===== src/rtl/lfsr_key_scheduler_if.sv =====
// Key-source bus: control/seed inputs toward the scheduler, key stream and status back out.
interface lfsr_key_scheduler_if #(
   parameter int unsigned KEY_LEN   = 128,
   parameter int unsigned CNT_W     = 9,
   parameter int unsigned CNT_CNT_W = 16
);
   logic                 start;
   logic                 seed_load;
   logic [KEY_LEN-1:0]   seed;
   logic [CNT_W-1:0]     interval;
   logic [KEY_LEN-1:0]   key_out;
   logic                 key_valid;
   logic                 key_ready;
   logic                 lockup_err;
   logic [CNT_CNT_W-1:0] key_count;

   modport master (
      output start, seed_load, seed, interval, key_ready,
      input  key_out, key_valid, lockup_err, key_count
   );

   modport slave (
      input  start, seed_load, seed, interval, key_ready,
      output key_out, key_valid, lockup_err, key_count
   );
endinterface


===== src/rtl/lfsr_key_scheduler.sv =====
// Fibonacci-LFSR key source: emits the LFSR state every N shifts over a valid/ready
// handshake, with runtime reseed, all-zero lockup trap and an accepted-key counter.
module lfsr_key_scheduler #(
   parameter int unsigned        KEY_LEN      = 128,
   parameter logic [KEY_LEN-1:0] TAPS         = KEY_LEN'(128'hA000_0014_0000_0000_0000_0000_0000_0000),
   parameter logic [KEY_LEN-1:0] DEFAULT_SEED = KEY_LEN'(128'd1234567),
   parameter int unsigned        CNT_W        = 9,
   parameter int unsigned        CNT_CNT_W    = 16
) (
   input  logic                  clock,
   input  logic                  preset_n,
   lfsr_key_scheduler_if.slave   bus
);

   typedef enum logic [1:0] {RUN, HOLD, ERR} fsm_t;

   fsm_t                 fsm_q, fsm_d;
   logic [KEY_LEN-1:0]   lfsr_q, lfsr_d;
   logic [KEY_LEN-1:0]   key_q, key_d;
   logic [CNT_W-1:0]     cnt_q, cnt_d;
   logic                 valid_q, valid_d;
   logic                 err_q, err_d;
   logic [CNT_CNT_W-1:0] count_q, count_d;

   logic [CNT_W-1:0]     reload_c;
   logic [KEY_LEN-1:0]   shifted_c;

   // An interval of zero behaves as one shift per key
   assign reload_c  = (bus.interval == '0) ? CNT_W'(1) : bus.interval;
   assign shifted_c = {lfsr_q[KEY_LEN-2:0], ^(lfsr_q & TAPS)};

   // Next-state: seed_load overrides everything, including a same-cycle handshake
   always_comb begin
      fsm_d   = fsm_q;
      lfsr_d  = lfsr_q;
      key_d   = key_q;
      cnt_d   = cnt_q;
      valid_d = valid_q;
      err_d   = err_q;
      count_d = count_q;

      if (bus.seed_load) begin
         lfsr_d  = bus.seed;
         cnt_d   = reload_c;
         valid_d = 1'b0;
         if (bus.seed == '0) begin
            err_d = 1'b1;
            fsm_d = ERR;
         end else begin
            err_d = 1'b0;
            fsm_d = RUN;
         end
      end else begin
         case (fsm_q)
            RUN: begin
               if (bus.start) begin
                  lfsr_d = shifted_c;
                  if (cnt_q <= CNT_W'(1)) begin
                     key_d   = shifted_c;
                     valid_d = 1'b1;
                     fsm_d   = HOLD;
                  end else begin
                     cnt_d = cnt_q - CNT_W'(1);
                  end
               end
            end
            HOLD: begin
               if (bus.key_ready) begin
                  valid_d = 1'b0;
                  count_d = count_q + CNT_CNT_W'(1);
                  cnt_d   = reload_c;
                  fsm_d   = RUN;
               end
            end
            ERR: begin
               valid_d = 1'b0;
            end
            default: begin
               fsm_d = RUN;
            end
         endcase
      end
   end

   always_ff @(posedge clock) begin
      if (!preset_n) begin
         fsm_q   <= RUN;
         lfsr_q  <= DEFAULT_SEED;
         key_q   <= '0;
         cnt_q   <= reload_c;
         valid_q <= 1'b0;
         err_q   <= 1'b0;
         count_q <= '0;
      end else begin
         fsm_q   <= fsm_d;
         lfsr_q  <= lfsr_d;
         key_q   <= key_d;
         cnt_q   <= cnt_d;
         valid_q <= valid_d;
         err_q   <= err_d;
         count_q <= count_d;
      end
   end

   assign bus.key_out    = key_q;
   assign bus.key_valid  = valid_q;
   assign bus.lockup_err = err_q;
   assign bus.key_count  = count_q;

endmodule

===== src/flat_wrapper.sv =====
// flat-port wrapper written by rule: the top's interface ports become plain ports
module lfsr_key_scheduler_flat 
#(
   parameter int unsigned        KEY_LEN      = 128,
   parameter logic [KEY_LEN-1:0] TAPS         = KEY_LEN'(128'hA000_0014_0000_0000_0000_0000_0000_0000),
   parameter logic [KEY_LEN-1:0] DEFAULT_SEED = KEY_LEN'(128'd1234567),
   parameter int unsigned        CNT_W        = 9,
   parameter int unsigned        CNT_CNT_W    = 16
)
  (clock, preset_n, bus_start, bus_seed_load, bus_seed, bus_interval, bus_key_ready, bus_key_out, bus_key_valid, bus_lockup_err, bus_key_count);
  lfsr_key_scheduler_if #(.KEY_LEN(KEY_LEN), .CNT_W(CNT_W), .CNT_CNT_W(CNT_CNT_W)) bus_i ();
  input  logic clock;
  input  logic preset_n;
  input wire logic [$bits(bus_i.start)-1:0] bus_start;
  input wire logic [$bits(bus_i.seed_load)-1:0] bus_seed_load;
  input wire logic [$bits(bus_i.seed)-1:0] bus_seed;
  input wire logic [$bits(bus_i.interval)-1:0] bus_interval;
  input wire logic [$bits(bus_i.key_ready)-1:0] bus_key_ready;
  output wire logic [$bits(bus_i.key_out)-1:0] bus_key_out;
  output wire logic [$bits(bus_i.key_valid)-1:0] bus_key_valid;
  output wire logic [$bits(bus_i.lockup_err)-1:0] bus_lockup_err;
  output wire logic [$bits(bus_i.key_count)-1:0] bus_key_count;
  assign bus_i.start = bus_start;
  assign bus_i.seed_load = bus_seed_load;
  assign bus_i.seed = bus_seed;
  assign bus_i.interval = bus_interval;
  assign bus_i.key_ready = bus_key_ready;
  assign bus_key_out = bus_i.key_out;
  assign bus_key_valid = bus_i.key_valid;
  assign bus_lockup_err = bus_i.lockup_err;
  assign bus_key_count = bus_i.key_count;
  lfsr_key_scheduler #(.KEY_LEN(KEY_LEN), .TAPS(TAPS), .DEFAULT_SEED(DEFAULT_SEED), .CNT_W(CNT_W), .CNT_CNT_W(CNT_CNT_W)) u_core (.clock(clock), .preset_n(preset_n), .bus(bus_i));
endmodule

===== config.mk =====
export PLATFORM = sky130hd
export DESIGN_NAME = lfsr_key_scheduler_flat
export DESIGN_NICKNAME = d
export VERILOG_FILES = /design/src/rtl/lfsr_key_scheduler_if.sv /design/src/rtl/lfsr_key_scheduler.sv /design/src/flat_wrapper.sv
export SDC_FILE = /design/constraint.sdc
export NUM_CORES = 1
export LEC_CHECK = 0
export CAP_MARGIN = 25
export CELL_PAD_IN_SITES_DETAIL_PLACEMENT = 1
export CELL_PAD_IN_SITES_GLOBAL_PLACEMENT = 1
export CORE_ASPECT_RATIO = 1.5
export CORE_MARGIN = 1
export CORE_UTILIZATION = 50
export CTS_CLUSTER_DIAMETER = 60
export CTS_CLUSTER_SIZE = 20
export DETAILED_ROUTE_END_ITERATION = 6
export DONT_BUFFER_PORTS = 1
export PLACE_DENSITY = 0.95
export SLEW_MARGIN = 20
export SYNTH_ARGS = -nofsm -noshare
export SYNTH_HDL_FRONTEND = slang
export SYNTH_SLANG_ARGS = --single-unit

===== constraint.sdc =====
create_clock -name clock -period 6.6 [get_ports clock]
set_input_delay 0 -clock clock [delete_from_list [all_inputs] [get_ports clock]]
set_output_delay 0 -clock clock [all_outputs]
set_load 0.1 [all_outputs]

* After elaboration in Yosys (flattened, before gate mapping)
Index checks and enable logic that the tools add are counted.
** Word-level totals
- Output and inout port bits :: 146
- Word-level logic and storage cells :: 60
- Register bits after elaboration :: 285
** Operators by class
- Reductions and logical operators :: 14
- Muxes and demuxes :: 21
- Magnitude comparators :: 1
- Bitwise operators :: 2
- Equal/unequal tests :: 13
- $add $sub $neg :: 2
** Operators by type and width (count)
- $mux 128 :: 3
- $logic_not 128->1 :: 1
- $reduce_xor 128->1 :: 1
- $mux 9 :: 6
- $pmux 9 s2 :: 1
- $add 16x1->16 const B :: 1
- $reduce_and 4->1 :: 4
- $ne 4x4->1 const B :: 3
- $mux 2 :: 5
- $le 9x1->1 const B :: 1
- $logic_not 9->1 :: 1
- $sub 9x1->9 const B :: 1
- $ne 2x2->1 const B :: 3
- $ne 3x3->1 const B :: 2
- $pmux 2 s3 :: 1
- $mux 1 :: 4
- $ne 4x1->1 const B :: 1
- $reduce_bool 2->1 :: 2
- $ne 3x2->1 const B :: 1
- $pmux 1 s3 :: 1
- $reduce_and 3->1 :: 1
- $reduce_bool 3->1 :: 1
- $eq 2x1->1 const B :: 1
- $eq 2x2->1 const B :: 1
- 5 further kinds :: 6

* Longest topological paths before layout
Gate-level depths: netlist of the first run.
- Word-level depth :: 6
- Gate-level depth with buffers :: 10

* Worst setup path before layout of the first run
OpenSTA, ideal clock, no wires.
- Path type :: register -> register
- Start point :: register u_core.count_q[2] (netlist: u_core.bus.key_count[2])
- End point :: register u_core.count_q[15] (netlist: u_core.bus.key_count[15])
- Period minus slack after synthesis :: 2.413 ns
- Arrival time :: 2.298 ns
- Slack :: 4.187 ns
- Cell stages (with the launch flop) :: 7
- Cells stage by stage :: dfxtp_1 > nand3_1 > or3_1 > clkbuf_1 > nor4_1 > xor2_1 > and2_1
** Between the ends
- Longest elaborated chain between the ends :: 1
** RTL lines
- start: declaration :: line lfsr_key_scheduler.sv:23 : logic [CNT_CNT_W-1:0] count_q, count_d;
- start signal: assignment :: line lfsr_key_scheduler.sv:101 : count_q <= count_d;
- $add 16x1->16 :: line lfsr_key_scheduler.sv:70 : count_d = count_q + CNT_CNT_W'(1);
Every way passes these cells.
A chain may end at the register's enable or synchronous reset.

* Worst setup path in the final report of the first run
- Start point :: register u_core.fsm_q[0]
- End point :: register u_core.lfsr_q[126]
** Between the ends
- Longest elaborated chain between the ends :: 3
** RTL lines
- start: declaration :: line lfsr_key_scheduler.sv:17 : fsm_t fsm_q, fsm_d;
- start signal: assignment :: line lfsr_key_scheduler.sv:95 : fsm_q <= fsm_d;
- $logic_not 2->1 :: line lfsr_key_scheduler.sv:54 : case (fsm_q)
- $reduce_bool 2->1 (no line)
- $reduce_and 2->1 (no line)
- end signal: assignment :: line lfsr_key_scheduler.sv:96 : lfsr_q <= lfsr_d;
- end: declaration :: line lfsr_key_scheduler.sv:18 : logic [KEY_LEN-1:0] lfsr_q, lfsr_d;
Every way passes these cells.

==> metrics.md, run 1 <==
| Metric | Value |
|---|---|
| Power per cell area | `about 220 nW/um^2` |
| Top cells by area, synth | `sky130_fd_sc_hd__dfxtp_1 (44%), sky130_fd_sc_hd__nand2_1 (12%), sky130_fd_sc_hd__mux2i_1 (10%), sky130_fd_sc_hd__and2_1 (6.3%), sky130_fd_sc_hd__a21boi_0 (6.0%)` |
| # rows | `70` |
| FF+latch count, synth | `285` |
| Synthesized netlist net count | `about 1600` |
| Placed Cells incl. Taps | `1682` |
| Clock latency at the later pin of the worst-skew pair | `approximately 0.50 ns` |
| Total number of clock tree sinks | `around 290` |
| Setup TNS | `0 ns` |
| Total Routed Length | `about 47000 um` |
| Number of buffers created by CTS | `18` |
| Area taken by flip-flops and latches | `between 5000 and 6000 sq um` |
| Total Power | `3.35 mW` |
| Area of the multi-input gates | `between 6000 and 7000 sq um` |
| Area added between synthesis and finish | `20.1%` |
| TritonCTS clock tree | `built` |
| Area leader, netlist | `sky130_fd_sc_hd__dfxtp_1` |
| Synthesis Warnings | `0` |
| Number of filler instances in the final layout | `2772` |
| Maximum number of pins on one net before global-route repair | `275` |
| Violations in the final reports | `hold timing` |
| Global-route wire length before repair | `about 72000 um` |
| CP Launch Type | `flop` |
| Hold Path Class | `input port to flop` |
| Clk root buf | `sky130_fd_sc_hd__clkbuf_16` |
| Number of instances in the synthesized netlist | `between 1000 and 1500` |
| Vias in the first global route | `roughly 13000` |
| Final weighted congestion in routability-driven placement | `roughly 0.83` |
| Final Core Density | `0.614` |
| Min Clock Period, post-route | `~3.8 ns` |
| Vias after detailed routing | `roughly 11000` |
| Floorplan core area | `about 25000 sq um` |
| Rel. slew slack | `0.260` |
| Kind of end point of the critical path | `flop` |
| Post-CTS repair timing setup buffer count | `0` |
| Max-slew violation total from the final report | `0` |
| Die outline width | `between 100 and 150 um` |
| Mapped Avg Cell Area | `between 8 and 9 sq um` |
| Final std cell area, no fill | `~15000 sq um` |
| Most common cell on crit path | `sky130_fd_sc_hd__dlygate4sd3_1` |
| Overall die area | `between 20000 and 30000 sq um` |
| Share of final-layout standard cells stronger than drive strength 1 | `0.0313` |
| Number of buffer and inverter stages on the critical path | `4` |
| Static power due to leakage | `around 5.7 nW` |
| Deepest clock path buffer count | `3` |
| Clock transition at the register clock pins on the worst setup and hold paths after CTS | `about 0.09 ns` |
| Count of buffers from port buffering | `0` |
| Height of the die | `just under 200 um` |
| Initial standard-cell utilization of the core | `0.511` |
| Area of the mapped netlist | `12500 sq um` |
| # DRC | `0` |
| Largest delay contributor family on the critical path | `buffers and inverters` |
| Initial antenna violation count | `7` |
| Fraction of synthesized cell area taken by the top area cell type | `0.441` |
| Largest fanout of any net on the critical path | `60` |
| Most frequent cells in the layout | `sky130_fd_sc_hd__nand2_1 (394), sky130_fd_sc_hd__dfxtp_1 (276), sky130_fd_sc_hd__dlygate4sd3_1 (178)` |
| Number of levels in the clock H-tree | `1` |
| Proportion of synthesized chip area in sequential cells | `0.463` |
| Number of top-level design ports | `roughly 290` |
| Transition time of the tightest slew-check pin | `1.11 ns` |
| Maximum cell stage delay along the critical path | `0.93 ns` |
| Via density per instance | `5.95` |
| Run status | `finished with violations` |
| Pre-Repair DR Iteration Count | `6` |
| Part of the cycle the worst path needs | `0.579` |
| Number of different library cells in the post-synthesis netlist | `a little over 40` |
| Post-layout instance count excluding filler cells | `around 1900` |
| Clock Skews | `~0.016 ns` |
| Initial DRC count | `around 700` |
| Most common cell after layout, fill and taps aside | `sky130_fd_sc_hd__nand2_1` |
| Nets | `around 1700` |
| Critical path data arrival time | `around 4.3 ns` |
| Post-place setup slack | `around 3.3 ns` |
| F_max | `262 MHz` |
| Overall track demand over capacity in global routing | `0.354` |
| VDD IR-drop max | `~0.21 mV` |
| Grt total ovfl | `0` |
| Worst hold slack across all endpoints | `-0.0449 ns` |
| Maxcap violations | `0` |
| Final hold violation count | `6` |
| Post-layout worst setup margin | `2.78 ns` |
| Cell with the largest stage delay on the worst path | `sky130_fd_sc_hd__buf_4` |
| HPWL after detailed placement | `around 25000 um` |
| Worst Path Class, Setup | `flop to flop` |
| Mean routed wirelength per cell | `about 25 um` |
| Unrepaired setup endpoints after global routing | `false` |
| Remaining antenna violation count after routing | `0` |
| Setup-failing EPs final | `0` |
| Critical path data required time | `7.06 ns` |
| Area of placed instances | `between 10000 and 15000 sq um` |
| Ordered list of cells on the worst path | `inv_1, ha_1, nand2_4, buf_4, a211oi_1, dlygate4sd3_1, nor2_1, dlygate4sd3_1` |
-- area by class of cell --
cell class	count	share of cell area
Sequential cell	285	0.385
Inverter	8	0.00200
Timing Repair Buffer	193	0.133
Multi-Input combinational cell	1059	0.417
Clock inverter	1	0.000748
Antenna cell	7	0.00116
Clock buffer	21	0.0335
Tap cell	324	0.0269
-- state kept, by name, indices dropped and copies added (netlist names) --
signal / flops
u_core.bus.key_out: 128
u_core.lfsr_q: 128
u_core.bus.key_count: 16
u_core.cnt_q: 9
u_core.fsm_q: 2
u_core.bus.key_valid: 1
u_core.bus.lockup_err: 1
-- layer usage --
metal,vias to the layer above,track usage,part of all wire
li1,5088,-,-
met1,5551,0.372,0.36
met2,479,0.653,0.51
met3,172,0.0770,0.064
met4,2,0.197,0.058
met5,-,0,0.00028
-- worst paths after layout --
kind / start / to / slack [ns] / cells after the start
worst max-delay path: u_core.fsm_q[0] / u_core.lfsr_q[126] / 2.78 / 8
worst min-delay path: preset_n / u_core.lfsr_q[14] / -0.04 / 2
worst max register to register: u_core.fsm_q[0] / u_core.lfsr_q[126] / 2.78 / 8
worst min register to register: u_core.lfsr_q[68] / u_core.bus.key_out[69] / 0.48 / 2
-- report_power, final --
part           switching (mW)  internal [mW]  total [mW]
registers              0.0571           1.78        1.84
logic                   0.180          0.188       0.368
clock network           0.602          0.545        1.15
-- repair_timing --
action,4_1_cts,5_1_grt
hold buffers,180,0
endpoints found under the hold margin,285,0
resized for setup,0,0
-- synthesized netlist by cell type --
cell type                  count
sky130_fd_sc_hd__nand2_1     395
sky130_fd_sc_hd__dfxtp_1     276
sky130_fd_sc_hd__mux2i_1     127
sky130_fd_sc_hd__and2_1      126
sky130_fd_sc_hd__o21ai_0     121
sky130_fd_sc_hd__a21boi_0    100
sky130_fd_sc_hd__clkbuf_1     51
sky130_fd_sc_hd__nor4_1       37
sky130_fd_sc_hd__a21boi_1     30
sky130_fd_sc_hd__buf_2        28
sky130_fd_sc_hd__buf_1        19
sky130_fd_sc_hd__nor2_1       17
sky130_fd_sc_hd__xnor2_1      14
sky130_fd_sc_hd__mux2_2       10
sky130_fd_sc_hd__edfxtp_1      9
sky130_fd_sc_hd__nand4_1       9
sky130_fd_sc_hd__nor3_1        9
sky130_fd_sc_hd__a21oi_1       8
sky130_fd_sc_hd__inv_1         8
sky130_fd_sc_hd__nand3_1       8
sky130_fd_sc_hd__ha_1          7
sky130_fd_sc_hd__xor2_1        7
sky130_fd_sc_hd__nor2b_1       6
sky130_fd_sc_hd__or3_1         6
sky130_fd_sc_hd__buf_6         4
sky130_fd_sc_hd__a211oi_1      3
sky130_fd_sc_hd__a31oi_1       2
sky130_fd_sc_hd__nand2b_1      2
sky130_fd_sc_hd__nor4b_1       2
sky130_fd_sc_hd__o31ai_1       2
sky130_fd_sc_hd__a41oi_1       1
sky130_fd_sc_hd__and3_1        1
sky130_fd_sc_hd__and4_1        1
sky130_fd_sc_hd__nand3b_4      1
sky130_fd_sc_hd__nand4b_1      1
sky130_fd_sc_hd__nor3_2        1
sky130_fd_sc_hd__nor4_4        1
sky130_fd_sc_hd__o211a_1       1
sky130_fd_sc_hd__o211ai_1      1
sky130_fd_sc_hd__o21bai_1      1
sky130_fd_sc_hd__o311ai_0      1
-- cells by family (layout without fill, tap and decap cells) --
group / count (synthesis) / after routing / synth area share
AO/OA/AOI/OAI: 271 / 271 / 0.137
XOR/XNOR: 21 / 21 / 0.0147
adder cells (fa/ha/maj): 7 / 7 / 0.00699
buffers and inverters: 110 / 223 / 0.0381
flip-flops: 285 / 285 / 0.463
multiplexers: 137 / 137 / 0.110
other: 0 / 7 / 0
AND/OR/NAND/NOR: 623 / 623 / 0.230
-- worst register-to-register path, delay by kind of cell, from the launching register on --
| kind | cells | cell delay (ns) |
|---|---|---|
| fa+ha+maj | 1 | 0.30 |
| buf+inv | 4 | 2.22 |
| flops | 1 | 0.40 |
| compound gates | 1 | 0.20 |
| simple gates | 2 | 0.66 |
Power figures use the tool's default switching activity.
==> run 2: changes to the inputs <==
CORE_UTILIZATION = 42   (was 50)
PLACE_DENSITY = 0.87   (was 0.95)
clock period = 3.35 ns   (was 6.6 ns; I/O delays follow)
==> run 2 against run 1 <==
Against the previous run:
- critical path depth unchanged
- worst hold slack better by 0.026 ns
- utilization down 8.4 points
- the flow still finishes with violations (hold timing)
- setup slack worse by 2.5 ns
- largest power group unchanged
==> metrics.md, run 2 (synthesized netlist as in run 1, its figures left out) <==
| Metric | Value |
|---|---|
| Initial DRC count | `618 (-12%)` |
| Run status | `finished with violations` |
| Setup TNS | `0 ns (unchanged)` |
| Total number of clock tree sinks | `285 (unchanged)` |
| Die outline width | `143 um (+9.0%)` |
| Final weighted congestion in routability-driven placement | `0.813 (-2.5%)` |
| Final std cell area, no fill | `15500 sq um (+3.3%)` |
| Area added between synthesis and finish | `24.1%` |
| VDD IR-drop max | `0.403 mV (+91%)` |
| Destination of the worst register-to-register timing path | `u_core.lfsr_q[7]` |
| Mean routed wirelength per cell | `22.4 um (-9.0%)` |
| Cell with the largest stage delay on the worst path | `sky130_fd_sc_hd__dlygate4sd3_1` |
| Clock latency at the later pin of the worst-skew pair | `0.54 ns (+0.04 ns)` |
| Height of the die | `214 um (+9.0%)` |
| Total Routed Length | `45100 um (-3.4%)` |
| Count of buffers from port buffering | `0 (unchanged)` |
| Initial antenna violation count | `10 (+3)` |
| Worst Path Class, Setup | `flop to flop` |
| Maximum cell stage delay along the critical path | `0.61 ns (-0.32 ns)` |
| Floorplan core area | `29400 sq um (+20%)` |
| Clock Skews | `0.0286 ns (+0.0127 ns)` |
| Number of cells on the worst reg-to-reg path | `8 (unchanged)` |
| Vias after detailed routing | `11300 (-0.17%)` |
| Critical path data arrival time | `3.49 ns (-0.79 ns)` |
| Worst Hold Depth | `5 (+3)` |
| Setup-failing EPs final | `0 (unchanged)` |
| Kind of end point of the critical path | `flop` |
| Min Clock Period, post-route | `3.12 ns (-0.700 ns)` |
| Hold worst-path end | `u_core.bus.lockup_err` |
| Reg2reg setup slack | `0.23 ns (-2.55 ns)` |
| Clk root buf | `sky130_fd_sc_hd__clkbuf_16` |
| Total of cells resized after clock tree synthesis | `0 (unchanged)` |
| Rel. slew slack | `0.257 (-0.00337)` |
| Overall track demand over capacity in global routing | `0.291 (-0.0637)` |
| Launch point of the critical path | `u_core.fsm_q[0]` |
| Transition time of the tightest slew-check pin | `1.11 ns (+0.00504 ns)` |
| Number of levels in the clock H-tree | `1 (unchanged)` |
| Hold Path Class | `input port to flop` |
| Overall die area | `30500 sq um (+19%)` |
| Final Core Density | `0.529 (-0.0845)` |
| Part of the cycle the worst path needs | `0.931 (+0.353)` |
| Worst hold slack across all endpoints | `-0.0189 ns (+0.0260 ns)` |
| # DRC | `0 (unchanged)` |
| Violations in the final reports | `hold timing` |
| Max-slew violation total from the final report | `0 (unchanged)` |
| TritonCTS clock tree | `built` |
| Area of placed instances | `12900 sq um (+2.7%)` |
| Hold path start | `bus_seed[1]` |
| Number of buffers created by CTS | `21 (+3)` |
| Unrepaired setup endpoints after global routing | `false` |
| Worst r2r src | `u_core.fsm_q[0]` |
| Pre-Repair DR Iteration Count | `4 (-2)` |
| Deepest clock path buffer count | `3 (unchanged)` |
| Largest fanout of any net on the critical path | `61 (+1.7%)` |
| Maximum number of pins on one net before global-route repair | `275 (unchanged)` |
| Clock transition at the register clock pins on the worst setup and hold paths after CTS | `0.09 ns (about the same)` |
| Most common cell after layout, fill and taps aside | `sky130_fd_sc_hd__nand2_1` |
| Static power due to leakage | `5.88 nW (+4.0%)` |
| Initial standard-cell utilization of the core | `0.426 (-0.0845)` |
| Maxcap violations | `0 (unchanged)` |
| Global-route wire length before repair | `68400 um (-4.4%)` |
| Ordered list of cells on the worst path | `inv_1, ha_1, nand2_4, buf_12, mux2_2, mux2i_1, dlygate4sd3_1, nand2_1` |
| Via density per instance | `5.59 (-6.0%)` |
| # rows | `77 (+10%)` |
| Share of final-layout standard cells stronger than drive strength 1 | `0.0534 (+0.0221)` |
| Vias in the first global route | `12200 (-3.3%)` |
| Number of top-level design ports | `288 (unchanged)` |
| Final hold violation count | `2 (-4)` |
| CP Launch Type | `flop` |
| Nets | `1748 (+2.0%)` |
| Remaining antenna violation count after routing | `0 (unchanged)` |
| Post-CTS repair timing setup buffer count | `0 (unchanged)` |
| F_max | `321 MHz (+22%)` |
| Critical path data required time | `3.72 ns (-3.34 ns)` |
| Grt total ovfl | `0 (unchanged)` |
| HPWL after detailed placement | `25300 um (+3.0%)` |
| Power per cell area | `451 nW/um^2 (+100%)` |
| Most frequent cells in the layout | `sky130_fd_sc_hd__nand2_1 (394), sky130_fd_sc_hd__dfxtp_1 (276), sky130_fd_sc_hd__dlygate4sd3_1 (187)` |
[run 2: where the power goes]
part | internal, mW | switching, mW | leakage (nW)
combinational | 0.380 | 0.355 | 3.21
clock | 1.32 | 1.34 | 0.335
sequential | 3.51 | 0.107 | 2.34
[run 2: final cells by class]
class / instances / area, sq um
fill: 3360 / 13800
multi-input combinational: 1059 / 6280
sequential: 285 / 5800
timing repair buffer: 224 / 2230
clock buffer: 24 / 557
tap: 395 / 494
clock inverter: 10 / 136
inverter: 8 / 30.0
antenna: 10 / 25.0
[run 2: worst max-delay path by stage]
stage / slack [ns] / to
final: 0.23 / u_core.lfsr_q[7]
after global routing: 0.16 / u_core.lfsr_q[7]
after CTS: 0.44 / u_core.lfsr_q[1]
after detailed placement: 0.59 / u_core.bus.key_out[77]
after global placement: 0.85 / u_core.bus.key_out[83]
after floorplan: 0.94 / u_core.bus.key_count[15]
[run 2: layer usage]
metal  vias up  track usage  part of all wire
met5         -            0           0.00060
met4         4        0.184             0.061
met3       165       0.0621             0.055
met2       393        0.527              0.52
met1      5533        0.303              0.36
li1       5178            -                 -
[run 2: timing repair]
item                       CTS  global route
setup endpoints to repair    0             0
hold endpoints to repair   294             0
hold buffers               189             0
[run 2: worst max-delay path: cells and delay by family, from the launching register on]
kind | cells | cell delay [ns]
adder cells (fa/ha/maj) | 1 | 0.30
flip-flops | 1 | 0.41
multiplexers | 2 | 0.62
buffers and inverters | 3 | 1.15
AND/OR/NAND/NOR | 2 | 0.45
[run 2: through the flow]
step	total power [mW]	std cells	hold WS, ns	setup WS (ns)
after global routing	7.25	2012	0.00966	0.162
after global placement	4.03	1781	0.0875	0.847
final	7.01	2015	-0.0189	0.230
after floorplan	4.03	1454	0.128	0.937
after CTS	7.01	2004	0.0119	0.445
after detailed placement	4.06	1781	0.0872	0.593
